**config.mk**
```make
export PLATFORM = sky130hd
export DESIGN_NAME = muxer_scheduler
export DESIGN_NICKNAME = d
export VERILOG_FILES = /design/src/rtl/muxer_scheduler.sv
export SDC_FILE = /design/constraint.sdc
export NUM_CORES = 1
export LEC_CHECK = 0
export BUFFER_PORTS_ARGS = -buffer_cell sky130_fd_sc_hd__clkbuf_2
export CAP_MARGIN = 20
export CORE_MARGIN = 2
export CORE_UTILIZATION = 51
export CTS_CLUSTER_DIAMETER = 40
export CTS_CLUSTER_SIZE = 20
export DETAILED_ROUTE_END_ITERATION = 10
export PLACE_DENSITY = 0.88
export SLEW_MARGIN = 20
export SYNTH_ARGS = -nofsm -noshare
export SYNTH_HDL_FRONTEND = slang
export SYNTH_SLANG_ARGS = --single-unit
```
**constraint.sdc**
```tcl
create_clock -name clk -period 1.55 [get_ports clk]
set_input_delay 0.155 -clock clk [delete_from_list [all_inputs] [get_ports clk]]
set_output_delay 0.155 -clock clk [all_outputs]
set_load 0.1 [all_outputs]
```
**src/rtl/muxer_scheduler.sv**
```systemverilog
// Time-multiplexed scheduler for a shared 4-bit datapath: drives a select,
// waits DWELL cycles for the result to settle, then captures it.
module muxer_scheduler #(
    parameter int unsigned DWELL = 4
) (
    input  logic       clk,
    input  logic       rst_n,
    input  logic [3:0] mux_in,
    input  logic       auto_en,
    input  logic       req,
    input  logic [1:0] req_sel,
    output logic [1:0] sel,
    output logic       ack,
    output logic [3:0] last_res,
    output logic [3:0] res0,
    output logic [3:0] res1,
    output logic [3:0] res2,
    output logic       sweep_done,
    output logic       busy
);

    localparam int unsigned CNT_W    = 4;
    localparam int unsigned SEL_W    = 2;
    localparam logic [CNT_W-1:0] CNT_LOAD = CNT_W'(DWELL - 1);
    localparam logic [SEL_W-1:0] AIDX_LAST = SEL_W'(2);

    typedef enum logic [1:0] {
        IDLE    = 2'd0,
        SETTLE  = 2'd1,
        CAPTURE = 2'd2
    } state_t;

    state_t           state;
    logic [SEL_W-1:0] aidx;
    logic [CNT_W-1:0] cnt;
    logic             manual;

    // Scheduler FSM; every output is registered alongside the state.
    always_ff @(posedge clk or negedge rst_n) begin
        if (!rst_n) begin
            state      <= IDLE;
            sel        <= '0;
            aidx       <= '0;
            cnt        <= '0;
            manual     <= 1'b0;
            ack        <= 1'b0;
            sweep_done <= 1'b0;
            busy       <= 1'b0;
            last_res   <= '0;
            res0       <= '0;
            res1       <= '0;
            res2       <= '0;
        end else begin
            ack        <= 1'b0;
            sweep_done <= 1'b0;
            unique case (state)
                IDLE: begin
                    if (req) begin
                        sel    <= req_sel;
                        cnt    <= CNT_LOAD;
                        manual <= 1'b1;
                        state  <= SETTLE;
                        busy   <= 1'b1;
                    end else if (auto_en) begin
                        sel    <= aidx;
                        cnt    <= CNT_LOAD;
                        manual <= 1'b0;
                        state  <= SETTLE;
                        busy   <= 1'b1;
                    end
                end
                SETTLE: begin
                    if (cnt == '0) begin
                        state <= CAPTURE;
                    end else begin
                        cnt <= cnt - CNT_W'(1);
                    end
                end
                CAPTURE: begin
                    last_res <= mux_in;
                    case (sel)
                        2'd0:    res0 <= mux_in;
                        2'd1:    res1 <= mux_in;
                        2'd2:    res2 <= mux_in;
                        default: ;
                    endcase
                    // Manual captures leave the sweep position untouched.
                    if (manual) begin
                        ack <= 1'b1;
                    end else begin
                        sweep_done <= (aidx == AIDX_LAST);
                        aidx       <= (aidx == AIDX_LAST) ? '0 : aidx + SEL_W'(1);
                    end
                    state <= IDLE;
                    busy  <= 1'b0;
                end
                default: begin
                    state <= IDLE;
                    busy  <= 1'b0;
                end
            endcase
        end
    end

endmodule

```
### Yosys cells after proc, flatten, opt, wreduce, memory -nomap -nowiden

Index checks and enable logic that the tools add are counted.

| word-level totals | value |
|---|---|
| flip-flop bits (word level) | 30 |
| bits of input ports | 10 |
| output and inout bits | 21 |
| logic and storage cells | 57 |

| cells by class | value |
|---|---|
| add/subtract/negate cells | 2 |
| equality and inequality tests | 8 |
| mux-type cells | 20 |
| bitwise operators | 2 |
| reductions and logical operators | 13 |

Operator list:

| operator | number |
|---|---|
| $reduce_and A2 Y1 | 7 |
| $mux W2 | 6 |
| $mux W4 | 3 |
| $mux W1 | 8 |
| $pmux W4 S2 | 1 |
| $eq A2 B2 Y1 const B | 3 |
| $eq A2 B1 Y1 const B | 2 |
| $logic_not A2 Y1 | 2 |
| $logic_not A4 Y1 | 1 |
| $ne A2 B2 Y1 const B | 2 |
| $pmux W2 S2 | 1 |
| $reduce_bool A2 Y1 | 2 |
| $sub A4 B1 Y4 const B | 1 |
| $ne A3 B3 Y1 const B | 1 |
| $reduce_and A3 Y1 | 1 |
| $add A2 B1 Y2 const B | 1 |
| $not A1 Y1 | 2 |
| $pmux W1 S2 | 1 |

### Logic depth before layout (Yosys ltp)

Gate-level depths: netlist of run 1.

| depth | value |
|---|---|
| word-level depth | 3 |
| mapped depth | 5 |
| mapped depth without buffers | 5 |

### Worst setup path before layout of run 1

OpenSTA, ideal clock, no wires.

| path | value |
|---|---|
| path type | reg-to-reg |
| from | reg sel[0] |
| to | reg res1[0] |
| setup time | 0.125 ns |
| data arrival time | 1.774 ns |
| required time | 1.425 ns |
| slack | -0.350 ns |
| cell stages (with the launch flop) | 3 |
| path buffers | 0 |
| clock period less this slack | 1.900 ns |
| cells stage by stage | dfrtp_1 > nor3b_2 > mux2_2 |

| between the ends | value |
|---|---|
| longest elaborated chain between the ends | 2 |

RTL lines:

| item | line | text |
|---|---|---|
| from (decl) | 12 | `output logic [1:0] sel,` |
| from (signal assigned) | 59 | `sel <= req_sel;` |
| from (signal assigned) | 65 | `sel <= aidx;` |
| $eq A2 B1 Y1 | 81 | `case (sel)` |
| $reduce_and A2 Y1 (no line) | - |  |
| to (signal assigned) | 83 | `2'd1: res1 <= mux_in;` |
| to (decl) | 16 | `output logic [3:0] res1,` |

Every way passes these cells.
A chain may end at the register's enable or synchronous reset.

### Final worst setup path of run 1

| path | value |
|---|---|
| from | reg state[0] |
| to | reg res0[0] |

| between the ends | value |
|---|---|
| longest elaborated chain between the ends | 2 |

RTL lines:

| item | line | text |
|---|---|---|
| from (decl) | 33 | `state_t state;` |
| from (signal assigned) | 41 | `state <= IDLE;` |
| from (signal assigned) | 62 | `state <= SETTLE;` |
| from (signal assigned) | 68 | `state <= SETTLE;` |
| $eq A2 B2 Y1 | 56 | `unique case (state)` |
| $reduce_and A2 Y1 (no line) | - |  |
| to (signal assigned) | 82 | `2'd0: res0 <= mux_in;` |
| to (decl) | 15 | `output logic [3:0] res0,` |

Every way passes these cells.

==> impl_metrics.env, run 1 <==
export IMPL_yosys_warnings=0
export IMPL_grt_max_degree=31
export IMPL_grt_use_total=0.221
export IMPL_netlist_instances=96
export IMPL_slowest_stage="dfrtp_1"
export IMPL_max_freq_mhz=691
export IMPL_root_buffer="clkbuf_4"
export IMPL_most_common_layout_cells="clkbuf_2 (30), dfrtp_1 (28), mux2_2 (12)"
export IMPL_ant_nets=0
export IMPL_dieArea_um2=2920
export IMPL_min_period_ns=1.45
export IMPL_cts_sinks=30
export IMPL_clk_pin_slew_ns=0.09
export IMPL_ios=31
export IMPL_critical_path_class="flop to flop"
export IMPL_path_buf_inv=1
export IMPL_synth_ff_latch_count=30
export IMPL_io_buffers=30
export IMPL_grt_pass1_vias=895
export IMPL_gp_congestion=0.775
export IMPL_drt_first_pass_iters=2
export IMPL_core_area_um2=2430
export IMPL_synth_area_um2=1280
export IMPL_syn_to_final_growth_pct=22.3
export IMPL_cp_data_required_time_ns=1.77
export IMPL_skew_ns=0.0108
export IMPL_status="finished, final reports clean"
export IMPL_hpwl_um=1930
export IMPL_max_slew_margin_rel=0.507
export IMPL_endpoint_kind="flop"
export IMPL_rsz0062_at_grt="false"
export IMPL_synth_nets=108
export IMPL_drive_gt1_frac=0.431
export IMPL_post_route_period_util=0.934
export IMPL_setup_tns_final_ns=0
export IMPL_arrival_ns=1.67
export IMPL_crit_family="flip-flops"
export IMPL_via_count=893
export IMPL_wl_per_cell_um=15.6
export IMPL_nets=148
export IMPL_max_stage_delay_ns=0.41
export IMPL_postCtsSetupBuffers=0
export IMPL_cts_buffer_depth=2
export IMPL_diodes=0
export IMPL_drt_total_wl_um=2600
export IMPL_yosysUniqueCellTypes=27
export IMPL_cp_max_fo=8
export IMPL_start_kind="flop"
export IMPL_tightest_slew_ns=0.739
export IMPL_grt_ovfl_total=0
export IMPL_drv_cap=0
export IMPL_grt_pass1_wl_um=4150
export IMPL_yosysTopAreaCellShare=0.587
export IMPL_tritoncts="done"
export IMPL_hold_path_class="input port to flop"
export IMPL_htreeDepth=2
export IMPL_cp_cell_sequence="nand2b_4 -> buf_4 -> nor3_4 -> mux2_1"
export IMPL_fp_dieW_um=54.1
export IMPL_final_common_cell="clkbuf_2"
export IMPL_yosys_top_cells_area="dfrtp_1 (59%), mux2_2 (11%), mux2_1 (5.3%)"
export IMPL_drtIter0Drc=5
export IMPL_synth_area_per_cell_um2=13.3
export IMPL_drc=0
export IMPL_hold_viol_final=0
export IMPL_cts_buffers=5
export IMPL_die_y_um=54.1
export IMPL_fp_row_count=18
export IMPL_drv_slew=0
export IMPL_setup_violations=0
export IMPL_synth_seq_area_share=0.587
export IMPL_synth_top_area_cell="dfrtp_1"
export IMPL_grt_antenna_before_repair=0
export IMPL_start_util=0.526
export IMPL_routed_via_density=5.35
export IMPL_insertion_delay_ns=0.33
## final cells by class
type	instances	area, um^2
clock buffers	7	55.1
fillers	188	868
clock inverters	1	5.00
well taps	30	37.5
flip-flops and latches	30	758
multi-input cells	58	495
repair buffers	35	190
inverters	6	22.5
## logic make-up after synthesis
family / count (synthesis) / share of synthesized area
AO/OA/AOI/OAI: 15 / 0.0695
adder cells (fa/ha/maj): 2 / 0.0196
buffers and inverters: 8 / 0.0303
flip-flops: 30 / 0.587
multiplexers: 21 / 0.182
AND/OR/NAND/NOR: 20 / 0.112
## sequential cells by signal, indices dropped and copies added (netlist names)
| name | count |
|---|---|
| cnt | 4 |
| res2 | 4 |
| state | 2 |
| sel | 2 |
| last_res | 4 |
| res1 | 4 |
| manual | 1 |
| aidx | 2 |
| res0 | 4 |
| sweep_done | 1 |
| busy | 1 |
| ack | 1 |
## worst reg2reg max path: stages (launching register included)
cell and delay [ns]:
dfrtp_1 0.41, nand2b_4 0.19, buf_4 0.18, nor3_4 0.21, mux2_1 0.36
## cells in the mapped netlist
cell type / n
mux2_1: 6
or2_0: 1
dfrtp_1: 30
a21boi_1: 2
nand2_1: 3
nand4b_1: 1
nor3_4: 1
buf_6: 1
nor4_1: 1
o211a_1: 1
ha_1: 2
o21ai_1: 1
nor3_1: 1
buf_2: 1
o21ai_0: 5
or3_1: 1
a21oi_1: 3
inv_1: 6
nor2b_1: 1
nand2b_1: 2
nor3b_2: 2
nor2_1: 4
a31oi_1: 3
mux2i_1: 3
mux2_2: 12
or4b_1: 1
nand2b_4: 1
## final timing paths
path                       depth (start not counted)                   to  slack (ns)                  from
max                                                4  res0[0]$_DFFE_PN0P_        0.10  state[0]$_DFFE_PN0P_
min                                                2  res0[3]$_DFFE_PN0P_        0.09             mux_in[3]
max reg2reg                                        4  res0[0]$_DFFE_PN0P_        0.10  state[0]$_DFFE_PN0P_
min reg2reg                                        1  res1[1]$_DFFE_PN0P_        0.50   res1[1]$_DFFE_PN0P_
max in group asynchronous                          2   sel[0]$_DFFE_PN0P_        0.59                 rst_n
min in group asynchronous                          2  res1[1]$_DFFE_PN0P_        0.40                 rst_n
## metal layers
metal	vias to the layer above	wire length, um	track usage
met2	29	1300	0.366
met1	437	1080	0.239
met5	-	0	0
li1	420	-	-
met3	7	150	0.0944
met4	0	73	0.113
## stage by stage
step / hold WS, ns / utilization / cells / cell area (um^2) / worst slack, ns
after global placement: 0.230 / 0.612 / 158 / 1490 / 0.110
after global routing: 0.0813 / 0.643 / 167 / 1560 / 0.0208
after floorplan: -0.141 / - / 96 / 1290 / 0.103
after CTS: 0.0762 / 0.640 / 167 / 1560 / 0.0594
after detailed placement: 0.252 / 0.612 / 158 / 1490 / 0.0738
final: 0.0874 / 0.643 / 167 / 1560 / 0.103
## timing repair
action / 4_1_cts / 5_1_grt
hold endpoints to repair: 30 / 0
hold buffers: 1 / 0
resized for setup: 0 / 2
setup endpoints to repair: 0 / 4
Power of run 1 is not shown: default switching activity piles up to over one toggle a cycle in this logic, so the estimate is an artifact.
==> run 2, diff against run 1 <==
- GPL_TIMING_DRIVEN: unset -> 0
==> run 2 against run 1 <==
Clock skew fell by 0.0050 ns. Utilization fell by 0.72 points. Register-to-register slack got worse by 0.04 ns. Highest routed layer unchanged. Fmax fell by 2.8%. Die area did not move. Non-clock buffer count fell by 2. Cell area fell by 1.1%. Setup slack got worse by 0.042 ns.
==> impl_metrics.env, run 2 (same netlist as run 1, synthesis figures left out) <==
export IMPL_grt_ovfl_total=0
export IMPL_final_common_cell="clkbuf_2"
export IMPL_drc=0
export IMPL_max_freq_mhz=671
export IMPL_setup_tns_final_ns=0
export IMPL_post_route_period_util=0.961
export IMPL_cp_cell_sequence="nand2b_4 -> nor3b_2 -> mux2_2"
export IMPL_dpl_cell_area_um2=1470
export IMPL_status="finished, final reports clean"
export IMPL_grt_antenna_before_repair=0
export IMPL_start_util=0.526
export IMPL_hold_path_class="input port to flop"
export IMPL_final_util=0.636
export IMPL_drt_first_pass_iters=4
export IMPL_cts_buffers=5
export IMPL_skew_ns=0.00585
export IMPL_reg2reg_slack_ns=0.06
export IMPL_min_period_ns=1.49
export IMPL_insertion_delay_ns=0.33
export IMPL_max_stage_delay_ns=0.42
export IMPL_start_kind="flop"
export IMPL_tritoncts="done"
export IMPL_gp_congestion=0.744
export IMPL_ff2ff_path_depth=3
export IMPL_drt_total_wl_um=2310
export IMPL_diodes=0
export IMPL_wl_per_cell_um=14.0
export IMPL_grt_pass1_vias=806
export IMPL_rsz0062_at_grt="false"
export IMPL_setup_violations=0
export IMPL_syn_to_final_growth_pct=20.9
export IMPL_ios=31
export IMPL_routed_via_density=5.19
export IMPL_cp_max_fo=4
export IMPL_hold_viol_final=0
export IMPL_grt_pass1_wl_um=3580
export IMPL_fp_row_count=18
export IMPL_tightest_slew_ns=0.715
export IMPL_hpwl_um=1760
export IMPL_io_buffers=30
export IMPL_arrival_ns=1.71
export IMPL_ant_nets=0
export IMPL_nets=146
export IMPL_dieArea_um2=2920
export IMPL_core_area_um2=2430
export IMPL_most_common_layout_cells="clkbuf_2 (30), dfrtp_1 (28), mux2_2 (12)"
export IMPL_die_y_um=54.1
export IMPL_grt_use_total=0.185
export IMPL_cp_data_required_time_ns=1.77
export IMPL_drtIter0Drc=9
export IMPL_root_buffer="clkbuf_4"
export IMPL_cts_sinks=30
export IMPL_stdcell_area_um2=1550
export IMPL_htreeDepth=2
export IMPL_via_count=856
export IMPL_cts_buffer_depth=2
export IMPL_pre_cts_ws_ns=0.0724
export IMPL_drv_cap=0
export IMPL_slowest_stage="dfrtp_1"
export IMPL_clk_pin_slew_ns=0.09
export IMPL_fp_dieW_um=54.1
export IMPL_drive_gt1_frac=0.430
export IMPL_grt_max_degree=31
export IMPL_endpoint_kind="flop"
export IMPL_drv_slew=0
export IMPL_hold_path_depth=2
export IMPL_fin_ws_ns=0.0606
export IMPL_max_slew_margin_rel=0.523
export IMPL_critical_path_class="flop to flop"
-- run 2: cell types whose count changed in the layout (fill, tap and decap cells not counted) --
cell	delta
buf_2	+1
buf_4	-4
buf_6	+1
nor2_1	-1
nor2_2	+1
nor3b_2	+1
nor3b_4	-1
-- run 2: repair_timing --
action / in CTS / in global routing
endpoints found under the setup margin: 0 / 3
resized for setup: 0 / 2
hold buffers: 1 / 0
buffers inserted: 0 / 0
hold endpoints to repair: 30 / 0
-- run 2: worst paths after layout --
kind / endpoint / startpoint
min: res0[2]$_DFFE_PN0P_ / mux_in[2]
min reg2reg: res0[2]$_DFFE_PN0P_ / res0[2]$_DFFE_PN0P_
max reg2reg: res1[0]$_DFFE_PN0P_ / state[0]$_DFFE_PN0P_
max: res1[0]$_DFFE_PN0P_ / state[0]$_DFFE_PN0P_
min in group asynchronous: aidx[1]$_DFFE_PN0P_ / rst_n
max in group asynchronous: sel[0]$_DFFE_PN0P_ / rst_n
-- run 2: cell type report --
type | instances | area [um^2]
Multi-Input combinational cell | 58 | 492
Timing Repair Buffer | 31 | 160
Fill cell | 191 | 886
Clock buffer | 7 | 55.1
Clock inverter | 1 | 5.00
Tap cell | 30 | 37.5
Inverter | 6 | 22.5
Buffer | 2 | 16.3
Sequential cell | 30 | 758
-- run 2: worst max-delay path, delay by kind of cell (launching register included) --
kind | cells | cell delay (ns)
and+or+nand+nor | 2 | 0.56
muxes | 1 | 0.39
DFF | 1 | 0.42
-- run 2: layer usage --
| layer | global-route usage | share of wire | vias up |
|---|---|---|---|
| met4 | 0.117 | 0.025 | 0 |
| met2 | 0.287 | 0.47 | 28 |
| met3 | 0.0611 | 0.055 | 8 |
| met5 | 0 | 0 | - |
| met1 | 0.222 | 0.45 | 406 |
| li1 | - | - | 414 |
-- run 2: per-stage QoR --
| step | instances | hold WS [ns] |
|---|---|---|
| 6_report | 165 | 0.0795 |
| 5_1_grt | 165 | 0.0799 |
| 4_1_cts | 165 | 0.0677 |
| 3_5_place_dp | 156 | 0.236 |
| 3_3_place_gp | 156 | 0.224 |
| 2_1_floorplan | 96 | -0.141 |
Power of run 2 is left out for the same reason.
